$ cat src/rtl/ex_stage_pipe_pkg.sv
// Shared definitions for the execute stage: ALU operation encodings and
// the hardwired-zero register index.
package ex_stage_pipe_pkg;

  typedef enum logic [2:0] {
    ALU_ADD   = 3'b000,
    ALU_SUB   = 3'b001,
    ALU_AND   = 3'b010,
    ALU_OR    = 3'b011,
    ALU_XOR   = 3'b100,
    ALU_SLT   = 3'b101,
    ALU_PASSB = 3'b110
  } alu_op_e;

  localparam int unsigned ZERO_REG = 0;

endpackage

$ cat src/rtl/ex_stage_pipe_alu.sv
// Combinational ALU for the execute stage; carry is meaningful only for
// ADD/SUB and reads 0 for every other operation.
module ex_alu
  import ex_stage_pipe_pkg::*;
#(
  parameter int unsigned DATA_W = 8
) (
  input  logic [DATA_W-1:0] a,
  input  logic [DATA_W-1:0] b,
  input  logic [2:0]        op,
  output logic [DATA_W-1:0] result,
  output logic              carry
);

  logic [DATA_W:0] sum;
  logic [DATA_W:0] diff;

  always_comb begin
    sum    = {1'b0, a} + {1'b0, b};
    diff   = {1'b0, a} - {1'b0, b};
    result = '0;
    carry  = 1'b0;
    case (op)
      ALU_SUB: begin
        result = diff[DATA_W-1:0];
        // Top bit of the widened difference is the borrow.
        carry  = ~diff[DATA_W];
      end
      ALU_AND:   result = a & b;
      ALU_OR:    result = a | b;
      ALU_XOR:   result = a ^ b;
      ALU_SLT:   result[0] = $signed(a) < $signed(b);
      ALU_PASSB: result = b;
      default: begin
        result = sum[DATA_W-1:0];
        carry  = sum[DATA_W];
      end
    endcase
  end

endmodule

$ cat src/rtl/ex_stage_pipe.sv
// Execute stage: two-level operand forwarding, sign-extended immediate,
// ALU, and a valid/ready EX/WB output register.
module ex_stage_pipe
  import ex_stage_pipe_pkg::*;
#(
  parameter int unsigned DATA_W  = 8,
  parameter int unsigned RADDR_W = 3,
  parameter int unsigned IMM_W   = 3
) (
  input  logic               clk,
  input  logic               rst_n,
  input  logic               flush,
  input  logic               in_valid,
  output logic               in_ready,
  input  logic [RADDR_W-1:0] in_rs1,
  input  logic [RADDR_W-1:0] in_rs2,
  input  logic [RADDR_W-1:0] in_rd,
  input  logic [DATA_W-1:0]  in_data1,
  input  logic [DATA_W-1:0]  in_data2,
  input  logic [IMM_W-1:0]   in_imm,
  input  logic               in_use_imm,
  input  logic [2:0]         in_alu_op,
  input  logic               in_wreg,
  input  logic               in_to_reg,
  input  logic               wb_wreg,
  input  logic [RADDR_W-1:0] wb_rd,
  input  logic [DATA_W-1:0]  wb_data,
  output logic               out_valid,
  input  logic               out_ready,
  output logic [RADDR_W-1:0] out_rd,
  output logic               out_wreg,
  output logic [DATA_W-1:0]  out_result,
  output logic               out_zero,
  output logic               out_carry
);

  logic              accept;
  logic              load;
  logic [DATA_W-1:0] ext_imm;
  logic [DATA_W-1:0] op_a;
  logic [DATA_W-1:0] fwd_b;
  logic [DATA_W-1:0] op_b;
  logic [DATA_W-1:0] alu_result;
  logic              alu_carry;
  logic [DATA_W-1:0] result_next;

  assign in_ready = !out_valid || out_ready;
  assign accept   = in_valid && in_ready;
  assign load     = accept && !flush;

  // The EX/WB entry is younger than WB, so it is checked first.
  always_comb begin
    ext_imm = DATA_W'($signed(in_imm));

    op_a = in_data1;
    if (out_valid && out_wreg && out_rd == in_rs1 && in_rs1 != RADDR_W'(ZERO_REG))
      op_a = out_result;
    else if (wb_wreg && wb_rd == in_rs1 && in_rs1 != RADDR_W'(ZERO_REG))
      op_a = wb_data;

    fwd_b = in_data2;
    if (out_valid && out_wreg && out_rd == in_rs2 && in_rs2 != RADDR_W'(ZERO_REG))
      fwd_b = out_result;
    else if (wb_wreg && wb_rd == in_rs2 && in_rs2 != RADDR_W'(ZERO_REG))
      fwd_b = wb_data;

    op_b        = in_use_imm ? ext_imm : fwd_b;
    result_next = in_to_reg ? alu_result : ext_imm;
  end

  ex_alu #(
    .DATA_W(DATA_W)
  ) u_alu (
    .a      (op_a),
    .b      (op_b),
    .op     (in_alu_op),
    .result (alu_result),
    .carry  (alu_carry)
  );

  always_ff @(posedge clk or negedge rst_n) begin
    if (!rst_n) begin
      out_valid <= 1'b0;
    end else if (flush) begin
      out_valid <= 1'b0;
    end else if (accept) begin
      out_valid <= 1'b1;
    end else if (out_ready) begin
      out_valid <= 1'b0;
    end
  end

  always_ff @(posedge clk or negedge rst_n) begin
    if (!rst_n) begin
      out_rd     <= '0;
      out_wreg   <= 1'b0;
      out_result <= '0;
      out_zero   <= 1'b0;
      out_carry  <= 1'b0;
    end else if (load) begin
      out_rd     <= in_rd;
      out_wreg   <= in_wreg;
      out_result <= result_next;
      out_zero   <= (result_next == '0);
      out_carry  <= alu_carry;
    end
  end

endmodule

$ cat config.mk
export PLATFORM = sky130hd
export DESIGN_NAME = ex_stage_pipe
export DESIGN_NICKNAME = d
export VERILOG_FILES = /design/src/rtl/ex_stage_pipe_pkg.sv /design/src/rtl/ex_stage_pipe_alu.sv /design/src/rtl/ex_stage_pipe.sv
export SDC_FILE = /design/constraint.sdc
export NUM_CORES = 1
export LEC_CHECK = 0
export CAP_MARGIN = 30
export CELL_PAD_IN_SITES_DETAIL_PLACEMENT = 0
export CELL_PAD_IN_SITES_GLOBAL_PLACEMENT = 1
export CORE_AREA = 2 2 87 89
export CTS_BUF_LIST = sky130_fd_sc_hd__clkbuf_8
export CTS_CLUSTER_SIZE = 10
export DETAILED_ROUTE_END_ITERATION = 7
export DIE_AREA = 0 0 89 91
export GPL_ROUTABILITY_DRIVEN = 0
export HOLD_SLACK_MARGIN = 0.1
export MAX_ROUTING_LAYER = met4
export PLACE_DENSITY = 0.94
export SYNTH_ARGS = -nofsm -noshare
export SYNTH_HDL_FRONTEND = slang
export SYNTH_SLANG_ARGS = --single-unit
$ cat constraint.sdc
create_clock -name clk -period 4.17 [get_ports clk]
set_input_delay 0.6255 -clock clk [delete_from_list [all_inputs] [get_ports clk]]
set_output_delay 0.6255 -clock clk [all_outputs]
set_load 0.01 [all_outputs]
==> results of run 1 <==
## flip-flops by register name, summed over array words and instances (netlist names)
register    cells
out_result      8
out_rd          3
out_carry       1
out_valid       1
out_wreg        1
out_zero        1
## layout make-up
type / instances / area (um^2)
clock buffer: 3 / 41.3
sequential: 15 / 375
inverter: 29 / 109
multi-input combinational: 278 / 2280
clock inverter: 1 / 5.00
timing repair buffer: 151 / 1320
fill: 628 / 2880
tap: 99 / 124
## synth_stat cells, drive strengths merged (3+ instances only)
cell type  count  area, um^2
mux2i         13         130
nor2          37         139
nor2b          4        25.0
xnor2         14         123
a21oi         24         124
o22ai          4        25.0
nor3           4        20.0
nand2         19        73.8
a211oi         6        50.1
a21o           3        22.5
o2bb2ai        3        26.3
a2111oi        3        26.3
clkbuf         8        30.0
a22o           3        26.3
a31oi          7        43.8
or2            4        25.0
nor3b          4        30.0
ha            24         300
o21bai         5        37.5
nand3          9        45.0
o21ai         28         144
dfrtp         15         375
mux2           8        90.1
buf            8        45.0
nand2b         5        31.3
inv           26        97.6
o211ai         3        27.5
xor2           4        35.0
a221oi         4        35.0
o22a           3        26.3
clkinv         3        11.3
o21a           4        30.0
## logic make-up after synthesis
group                    after synthesis  share of synthesized area
multiplexers                          21                     0.0864
AO/OA/AOI/OAI                        116                      0.311
adder cells (fa/ha/maj)               27                      0.137
flip-flops                            15                      0.147
buffers and inverters                 45                     0.0721
AND/OR/NAND/NOR                       96                      0.184
XOR/XNOR                              18                     0.0618
## stage by stage
stage                     hold WS, ns  cells
after floorplan                 0.330    338
after global placement          0.476    554
after detailed placement        0.495    554
after CTS                       0.514    567
after global routing            0.539    576
final                           0.510    576
## metal layers
metal  routed length (um)  share of wire  vias up  track usage
met5                    0              0        -            -
met4                  238          0.024        0       0.0622
met3                  611          0.060       22       0.0264
met2                 5000           0.49      152        0.397
met1                 4260           0.42     1530        0.325
li1                     -              -     1503            -
## worst paths after layout
| check | endpoint | cells past startpoint | slack (ns) |
|---|---|---|---|
| worst max-delay path | out_zero | 16 | 0.06 |
| worst min-delay path | out_carry | 1 | 0.51 |
| worst max register to register | out_zero | 15 | 0.24 |
| worst min register to register | out_carry | 1 | 0.51 |
| max in group asynchronous | out_result[0] | 1 | 2.89 |
| min in group asynchronous | out_result[6] | 1 | 0.81 |
## power by group
| part | internal (W) | total, W | switching, W |
|---|---|---|---|
| clock | 0.0000663 | 0.000123 | 0.0000566 |
| sequential | 0.000172 | 0.000206 | 0.0000346 |
| combinational | 0.000360 | 0.000679 | 0.000318 |
| total | 0.000598 | 0.00101 | 0.000410 |
## timing repair
| item | in CTS | in global routing |
|---|---|---|
| endpoints found under the setup margin | 5 | 6 |
| pin swaps | 21 | 19 |
| hold buffers | 0 | 0 |
| buffers inserted | 9 | 9 |
| resized for setup | 43 | 35 |
==> impl_metrics.prom, run 1 <==
# TYPE chip_impl_metric gauge
chip_impl_metric{name="nets",unit=""} 555
chip_impl_metric{name="seq_area_frac_synth",unit=""} 0.147
chip_impl_info{name="status",value="complete, no violations"} 1
chip_impl_metric{name="fin_area",unit="mm^2"} 0.00426
chip_impl_metric{name="maxCapViolCount",unit=""} 0
chip_impl_metric{name="tightest_slew",unit="ns"} 0.747
chip_impl_metric{name="die_h",unit="um"} 91
chip_impl_metric{name="final_critical_path_setup_slack",unit="ns"} 0.0561
chip_impl_metric{name="power.leakage",unit="nW"} 1.84
chip_impl_metric{name="timing.clock.skew",unit="ns"} 0.00244
chip_impl_metric{name="p_total",unit="W"} 0.00101
chip_impl_info{name="critical_path.startpoint",value="in_rs2[1]"} 1
chip_impl_metric{name="synth.cell_area",unit="mm^2"} 0.00255
chip_impl_metric{name="critical-path-max-stage-delay",unit="ns"} 0.40
chip_impl_metric{name="postSynthRegisterBits",unit=""} 15
chip_impl_metric{name="async_reset_ff_frac",unit=""} 1.00
chip_impl_info{name="crit_slowest_cell",value="sky130_fd_sc_hd__or3_1"} 1
chip_impl_metric{name="initial_utilization",unit=""} 0.357
chip_impl_metric{name="cp_num_buf_inv",unit=""} 2
chip_impl_info{name="commonest_cells_after_routing_fill_and_taps_aside",value="sky130_fd_sc_hd__buf_4, sky130_fd_sc_hd__clkdlybuf4s50_1, sky130_fd_sc_hd__nor2_1"} 1
chip_impl_metric{name="grt_antenna_before_repair",unit=""} 0
chip_impl_metric{name="cp_data_arrival_time",unit="ns"} 4.27
chip_impl_metric{name="cts_made_buffers",unit=""} 3
chip_impl_metric{name="placementRows",unit=""} 31
chip_impl_metric{name="ant_nets",unit=""} 0
chip_impl_metric{name="route.vias.total",unit=""} 3207
chip_impl_metric{name="power_dens_cells",unit="mW/mm^2"} 237
chip_impl_metric{name="finalWirelength",unit="um"} 10100
chip_impl_info{name="path_type_of_the_worst_min_delay_path",value="flop to flop"} 1
chip_impl_metric{name="vias_in_the_first_global_route",unit=""} 3169
chip_impl_metric{name="route.detailed.drc",unit=""} 0
chip_impl_metric{name="antenna_diode_instance_count",unit=""} 0
chip_impl_metric{name="fraction_of_the_cycle_the_final_worst_path_needs",unit=""} 0.987
chip_impl_metric{name="ys.warnings.count",unit=""} 0
chip_impl_info{name="tritoncts",value="done"} 1
chip_impl_metric{name="die_area",unit="mm^2"} 0.00810
chip_impl_metric{name="grt_pass1_wl",unit="um"} 15500
chip_impl_metric{name="crit_path_max_fanout",unit=""} 6
chip_impl_info{name="end_kind",value="flop"} 1
chip_impl_metric{name="drt-wirelength-per-cell",unit="um"} 17.5
chip_impl_metric{name="maxClockFrequency",unit="GHz"} 0.243
chip_impl_metric{name="placement.io_buffers",unit=""} 66
chip_impl_metric{name="gr-total-overflow",unit=""} 0
chip_impl_info{name="most_common_cell_after_layout_fill_and_taps_aside",value="sky130_fd_sc_hd__buf_4"} 1
chip_impl_metric{name="vias_cell",unit=""} 5.57
chip_impl_metric{name="slew_violations",unit=""} 0
chip_impl_info{name="hold_start",value="out_carry"} 1
chip_impl_metric{name="setup_violations",unit=""} 0
chip_impl_metric{name="final_core_utilization",unit=""} 0.597
chip_impl_metric{name="synth_fp_nets",unit=""} 415
chip_impl_info{name="critical_path_type",value="input pin to flop"} 1
chip_impl_metric{name="clock_latency_at_the_later_pin_of_the_worst_skew_pair",unit="ns"} 0.25
chip_impl_metric{name="setup-tns-final",unit="ns"} 0
chip_impl_metric{name="die_width",unit="um"} 89
chip_impl_metric{name="timing_hold_violations_final",unit=""} 0
chip_impl_metric{name="layout-area-overhead-vs-synth",unit="%"} 67.0
chip_impl_metric{name="synth_enable_flop_cells",unit=""} 0
chip_impl_metric{name="clock_sinks",unit=""} 15
chip_impl_metric{name="vdd.ir_drop.worst",unit="mV"} 0.284
chip_impl_metric{name="core_region_area",unit="mm^2"} 0.00714
chip_impl_metric{name="layout-drive-gt1-share",unit=""} 0.331
chip_impl_info{name="worst_setup_path_start_kind",value="input pin"} 1
chip_impl_metric{name="dp_hpwl",unit="um"} 7230
chip_impl_info{name="crit_path_cell_trace",value="dlygate4sd2_1 > and2_1 > o211ai_2 > a21o_1 > nand3_1 > a31o_2 > ha_4 > buf_4 > nor2_2 > a21oi_4 > xnor2_2 > a2111oi_2 > a211oi_2 > o2111ai_1 > or3_1 > o41ai_2"} 1
chip_impl_metric{name="cts_htree_levels",unit=""} 1
chip_impl_metric{name="synthDistinctLibCells",unit=""} 63
chip_impl_metric{name="slew_headroom",unit=""} 0.500
chip_impl_metric{name="worst_setup_hold_path_clk_slew",unit="ns"} 0.07
chip_impl_info{name="synthFlopType",value="sky130_fd_sc_hd__dfrtp_1"} 1
chip_impl_info{name="clockRootBuffer",value="sky130_fd_sc_hd__clkbuf_8"} 1
chip_impl_metric{name="first_pass_iters",unit=""} 5
chip_impl_info{name="crit_path_leading_delay_family",value="compound AO/OA/AOI/OAI gates"} 1
chip_impl_metric{name="gate_count_post_synth",unit=""} 338
chip_impl_metric{name="ctsLongestPathBuffers",unit=""} 2
chip_impl_metric{name="syn_area_per_cell",unit="um^2"} 7.54
chip_impl_metric{name="initialDrtViolationCount",unit=""} 276
chip_impl_metric{name="period_needed",unit="ns"} 4.11
chip_impl_metric{name="data_required_time_at_the_worst_endpoint",unit="ns"} 4.32
chip_impl_metric{name="dp_slack",unit="ns"} -0.587
chip_impl_metric{name="grtUsageTotal",unit=""} 0.245
chip_impl_info{name="regToRegStartpoint",value="out_rd[1]"} 1
chip_impl_metric{name="top_level_ports",unit=""} 67
chip_impl_metric{name="placement.cell_area",unit="mm^2"} 0.00378
chip_impl_metric{name="grt_start_max_net_pins",unit=""} 22
Power figures use the tool's default switching activity.
==> run 2: changes to the inputs <==
--- a/config.mk
+++ b/config.mk
@@ -8,15 +8,15 @@
 export CAP_MARGIN = 30
 export CELL_PAD_IN_SITES_DETAIL_PLACEMENT = 0
 export CELL_PAD_IN_SITES_GLOBAL_PLACEMENT = 1
-export CORE_AREA = 2 2 87 89
+export CORE_AREA = 2 2 104 106
 export CTS_BUF_LIST = sky130_fd_sc_hd__clkbuf_8
 export CTS_CLUSTER_SIZE = 10
 export DETAILED_ROUTE_END_ITERATION = 7
-export DIE_AREA = 0 0 89 91
+export DIE_AREA = 0 0 106 108
 export GPL_ROUTABILITY_DRIVEN = 0
 export HOLD_SLACK_MARGIN = 0.1
 export MAX_ROUTING_LAYER = met4
-export PLACE_DENSITY = 0.94
+export PLACE_DENSITY = 0.72
 export SYNTH_ARGS = -nofsm -noshare
 export SYNTH_HDL_FRONTEND = slang
 export SYNTH_SLANG_ARGS = --single-unit
==> run 2 against run 1 <==
Count of clock-buffer cells in the layout unchanged. Maximum frequency up 2.4%. Flip-flop and latch count unchanged. Clock power down 6%. Via count down 5.5%. Core utilization down 18 points. First-iteration DRC count down 30%. Register-to-register slack better by 0.02 ns. Largest cell class unchanged. Total power down 1.0%. Worst setup slack better by 0.098 ns.
==> impl_metrics.prom, run 2 (same netlist as run 1, synthesis figures left out) <==
# TYPE chip_impl_metric gauge
chip_impl_info{name="top_register",value="out_result"} 1
chip_impl_metric{name="drt-wirelength-per-cell",unit="um"} 15.8
chip_impl_metric{name="route.detailed.drc",unit=""} 0
chip_impl_metric{name="top_level_ports",unit=""} 67
chip_impl_metric{name="die_width",unit="um"} 106
chip_impl_metric{name="grt_antenna_before_repair",unit=""} 0
chip_impl_metric{name="placement.io_buffers",unit=""} 66
chip_impl_metric{name="initial_utilization",unit=""} 0.249
chip_impl_metric{name="layout-area-overhead-vs-synth",unit="%"} 67.0
chip_impl_metric{name="setup_violations",unit=""} 0
chip_impl_metric{name="p_seq_frac",unit=""} 0.209
chip_impl_metric{name="power_dens_cells",unit="mW/mm^2"} 234
chip_impl_metric{name="placement.cell_area",unit="mm^2"} 0.00384
chip_impl_metric{name="clkPwrFrac",unit=""} 0.116
chip_impl_info{name="commonest_cells_after_routing_fill_and_taps_aside",value="sky130_fd_sc_hd__buf_4, sky130_fd_sc_hd__clkdlybuf4s50_1, sky130_fd_sc_hd__nor2_1"} 1
chip_impl_info{name="path_type_of_the_worst_min_delay_path",value="flop to flop"} 1
chip_impl_metric{name="maxCapViolCount",unit=""} 0
chip_impl_metric{name="die_h",unit="um"} 108
chip_impl_metric{name="vdd.ir_drop.worst",unit="mV"} 0.217
chip_impl_metric{name="gr-total-overflow",unit=""} 0
chip_impl_metric{name="placementRows",unit=""} 37
chip_impl_metric{name="dp_hpwl",unit="um"} 7600
chip_impl_metric{name="timing.clock.skew",unit="ns"} 0.00579
chip_impl_metric{name="timing_hold_violations_final",unit=""} 0
chip_impl_metric{name="clock_sinks",unit=""} 15
chip_impl_metric{name="ctsLongestPathBuffers",unit=""} 2
chip_impl_metric{name="initialDrtViolationCount",unit=""} 194
chip_impl_metric{name="netSwitchingPower",unit="W"} 0.000400
chip_impl_metric{name="grtUsageTotal",unit=""} 0.169
chip_impl_metric{name="share_comb_of_total_power",unit=""} 0.675
chip_impl_metric{name="cts_htree_levels",unit=""} 1
chip_impl_info{name="status",value="complete, no violations"} 1
chip_impl_metric{name="slew_headroom",unit=""} 0.549
chip_impl_metric{name="whs",unit="ns"} 0.497
chip_impl_metric{name="nets",unit=""} 548
chip_impl_metric{name="slew_violations",unit=""} 0
chip_impl_metric{name="cts_made_buffers",unit=""} 3
chip_impl_metric{name="p_sw_frac",unit=""} 0.401
chip_impl_metric{name="worst_setup_hold_path_clk_slew",unit="ns"} 0.06
chip_impl_metric{name="crit_path_max_fanout",unit=""} 3
chip_impl_info{name="clockRootBuffer",value="sky130_fd_sc_hd__clkbuf_8"} 1
chip_impl_metric{name="grt_start_max_net_pins",unit=""} 22
chip_impl_metric{name="setup-tns-final",unit="ns"} 0
chip_impl_metric{name="die_area",unit="mm^2"} 0.0114
chip_impl_metric{name="antenna_diode_instance_count",unit=""} 0
chip_impl_metric{name="fillerInstances",unit=""} 1020
chip_impl_info{name="worst_setup_path_start_kind",value="input pin"} 1
chip_impl_metric{name="core_region_area",unit="mm^2"} 0.0102
chip_impl_info{name="tritoncts",value="done"} 1
chip_impl_metric{name="clock_latency_at_the_later_pin_of_the_worst_skew_pair",unit="ns"} 0.24
chip_impl_metric{name="vias_in_the_first_global_route",unit=""} 3092
chip_impl_info{name="most_common_cell_after_layout_fill_and_taps_aside",value="sky130_fd_sc_hd__buf_4"} 1
chip_impl_metric{name="vias_cell",unit=""} 5.00
chip_impl_metric{name="layout-drive-gt1-share",unit=""} 0.334
chip_impl_metric{name="internal_power",unit="W"} 0.000598
chip_impl_metric{name="grt_pass1_wl",unit="um"} 15200
chip_impl_metric{name="first_pass_iters",unit=""} 5
chip_impl_metric{name="postCtsHoldBufs",unit=""} 0
chip_impl_metric{name="ant_nets",unit=""} 0
chip_impl_metric{name="max_reg_flops",unit=""} 8
chip_impl_metric{name="route.vias.total",unit=""} 3032
chip_impl_metric{name="fin_area",unit="mm^2"} 0.00426
chip_impl_metric{name="maxClockFrequency",unit="GHz"} 0.249
chip_impl_metric{name="finalWirelength",unit="um"} 9580
chip_impl_metric{name="fraction_of_the_cycle_the_final_worst_path_needs",unit=""} 0.963
chip_impl_metric{name="period_needed",unit="ns"} 4.02
chip_impl_metric{name="cp_data_arrival_time",unit="ns"} 4.16
chip_impl_info{name="end_kind",value="flop"} 1
chip_impl_metric{name="tightest_slew",unit="ns"} 0.675
chip_impl_metric{name="power.leakage",unit="nW"} 1.81
chip_impl_info{name="critical_path_type",value="input pin to flop"} 1
chip_impl_info{name="biggestRegsByFlops",value="out_result (8), out_rd (3)"} 1
chip_impl_metric{name="data_required_time_at_the_worst_endpoint",unit="ns"} 4.31
## run 2: cell type report
cell class	instances	area, um^2	area share
well taps	136	170	0.0400
clock buffers	3	41.3	0.00970
inverters	29	109	0.0256
flip-flops and latches	15	375	0.0882
clock inverters	1	5.00	0.00118
repair buffers	144	1240	0.291
multi-input cells	278	2320	0.545
## run 2: worst paths after layout
path / slack [ns] / depth (start not counted) / end / start
worst min register to register: 0.50 / 1 / out_carry / out_carry
worst max-delay path: 0.15 / 17 / out_zero / wb_rd[1]
max in group asynchronous: 2.95 / 1 / out_zero / rst_n
min in group asynchronous: 0.79 / 1 / out_result[3] / rst_n
worst min-delay path: 0.50 / 1 / out_carry / out_carry
worst max register to register: 0.26 / 16 / out_zero / out_rd[1]
## run 2: timing repair
action,4_1_cts,5_1_grt
resized for setup,34,60
pin swaps,14,23
setup endpoints to repair,6,6
setup buffers,2,6
## run 2: per-stage QoR
step                      setup WS, ns  power (W)  std cells   util
after floorplan                  0.119   0.000500        338      -
after global placement          -0.492   0.000781        594  0.376
after detailed placement        -0.572   0.000783        594  0.376
after CTS                      0.00301   0.000936        600  0.391
after global routing           -0.0133    0.00106        606  0.416
final                            0.154   0.000998        606  0.416
## run 2: per-layer routing
layer | track usage | share of wire
met3 | 0.0157 | 0.044
met1 | 0.205 | 0.44
met5 | - | 0
met2 | 0.297 | 0.49
met4 | 0.0508 | 0.028
## run 2: critical path: stages
cell                              delay, ns
sky130_fd_sc_hd__clkdlybuf4s15_1       0.21
sky130_fd_sc_hd__or2_1                 0.27
sky130_fd_sc_hd__o21ai_2               0.17
sky130_fd_sc_hd__nand2_2               0.09
sky130_fd_sc_hd__mux2i_1               0.13
sky130_fd_sc_hd__a31oi_2               0.32
sky130_fd_sc_hd__ha_4                  0.19
sky130_fd_sc_hd__inv_1                 0.05
sky130_fd_sc_hd__fa_2                  0.37
sky130_fd_sc_hd__nand2b_4              0.17
sky130_fd_sc_hd__a21oi_4               0.19
sky130_fd_sc_hd__xnor2_4               0.16
sky130_fd_sc_hd__a2111oi_4             0.11
sky130_fd_sc_hd__a211oi_2              0.28
sky130_fd_sc_hd__o2111ai_1             0.14
sky130_fd_sc_hd__or3_1                 0.40
sky130_fd_sc_hd__o41ai_2               0.27
## run 2: power groups by stage
stage	Sequential [W]	Combinational (W)	Clock, W
5_1_grt	0.000213	0.000725	0.000127
3_3_place_gp	0.000209	0.000572	0
6_report	0.000209	0.000673	0.000116
2_1_floorplan	0.000211	0.000289	0
4_1_cts	0.000207	0.000610	0.000120
3_5_place_dp	0.000208	0.000574	0
==> run 3: changes to the inputs <==
--- a/config.mk
+++ b/config.mk
@@ -5,6 +5,7 @@
 export SDC_FILE = /design/constraint.sdc
 export NUM_CORES = 1
 export LEC_CHECK = 0
+export ABC_CLOCK_PERIOD_IN_PS = 4170
 export CAP_MARGIN = 30
 export CELL_PAD_IN_SITES_DETAIL_PLACEMENT = 0
 export CELL_PAD_IN_SITES_GLOBAL_PLACEMENT = 1
==> results of run 3 <==
No change in the layout: final DEF, timing and power equal those of run 2.
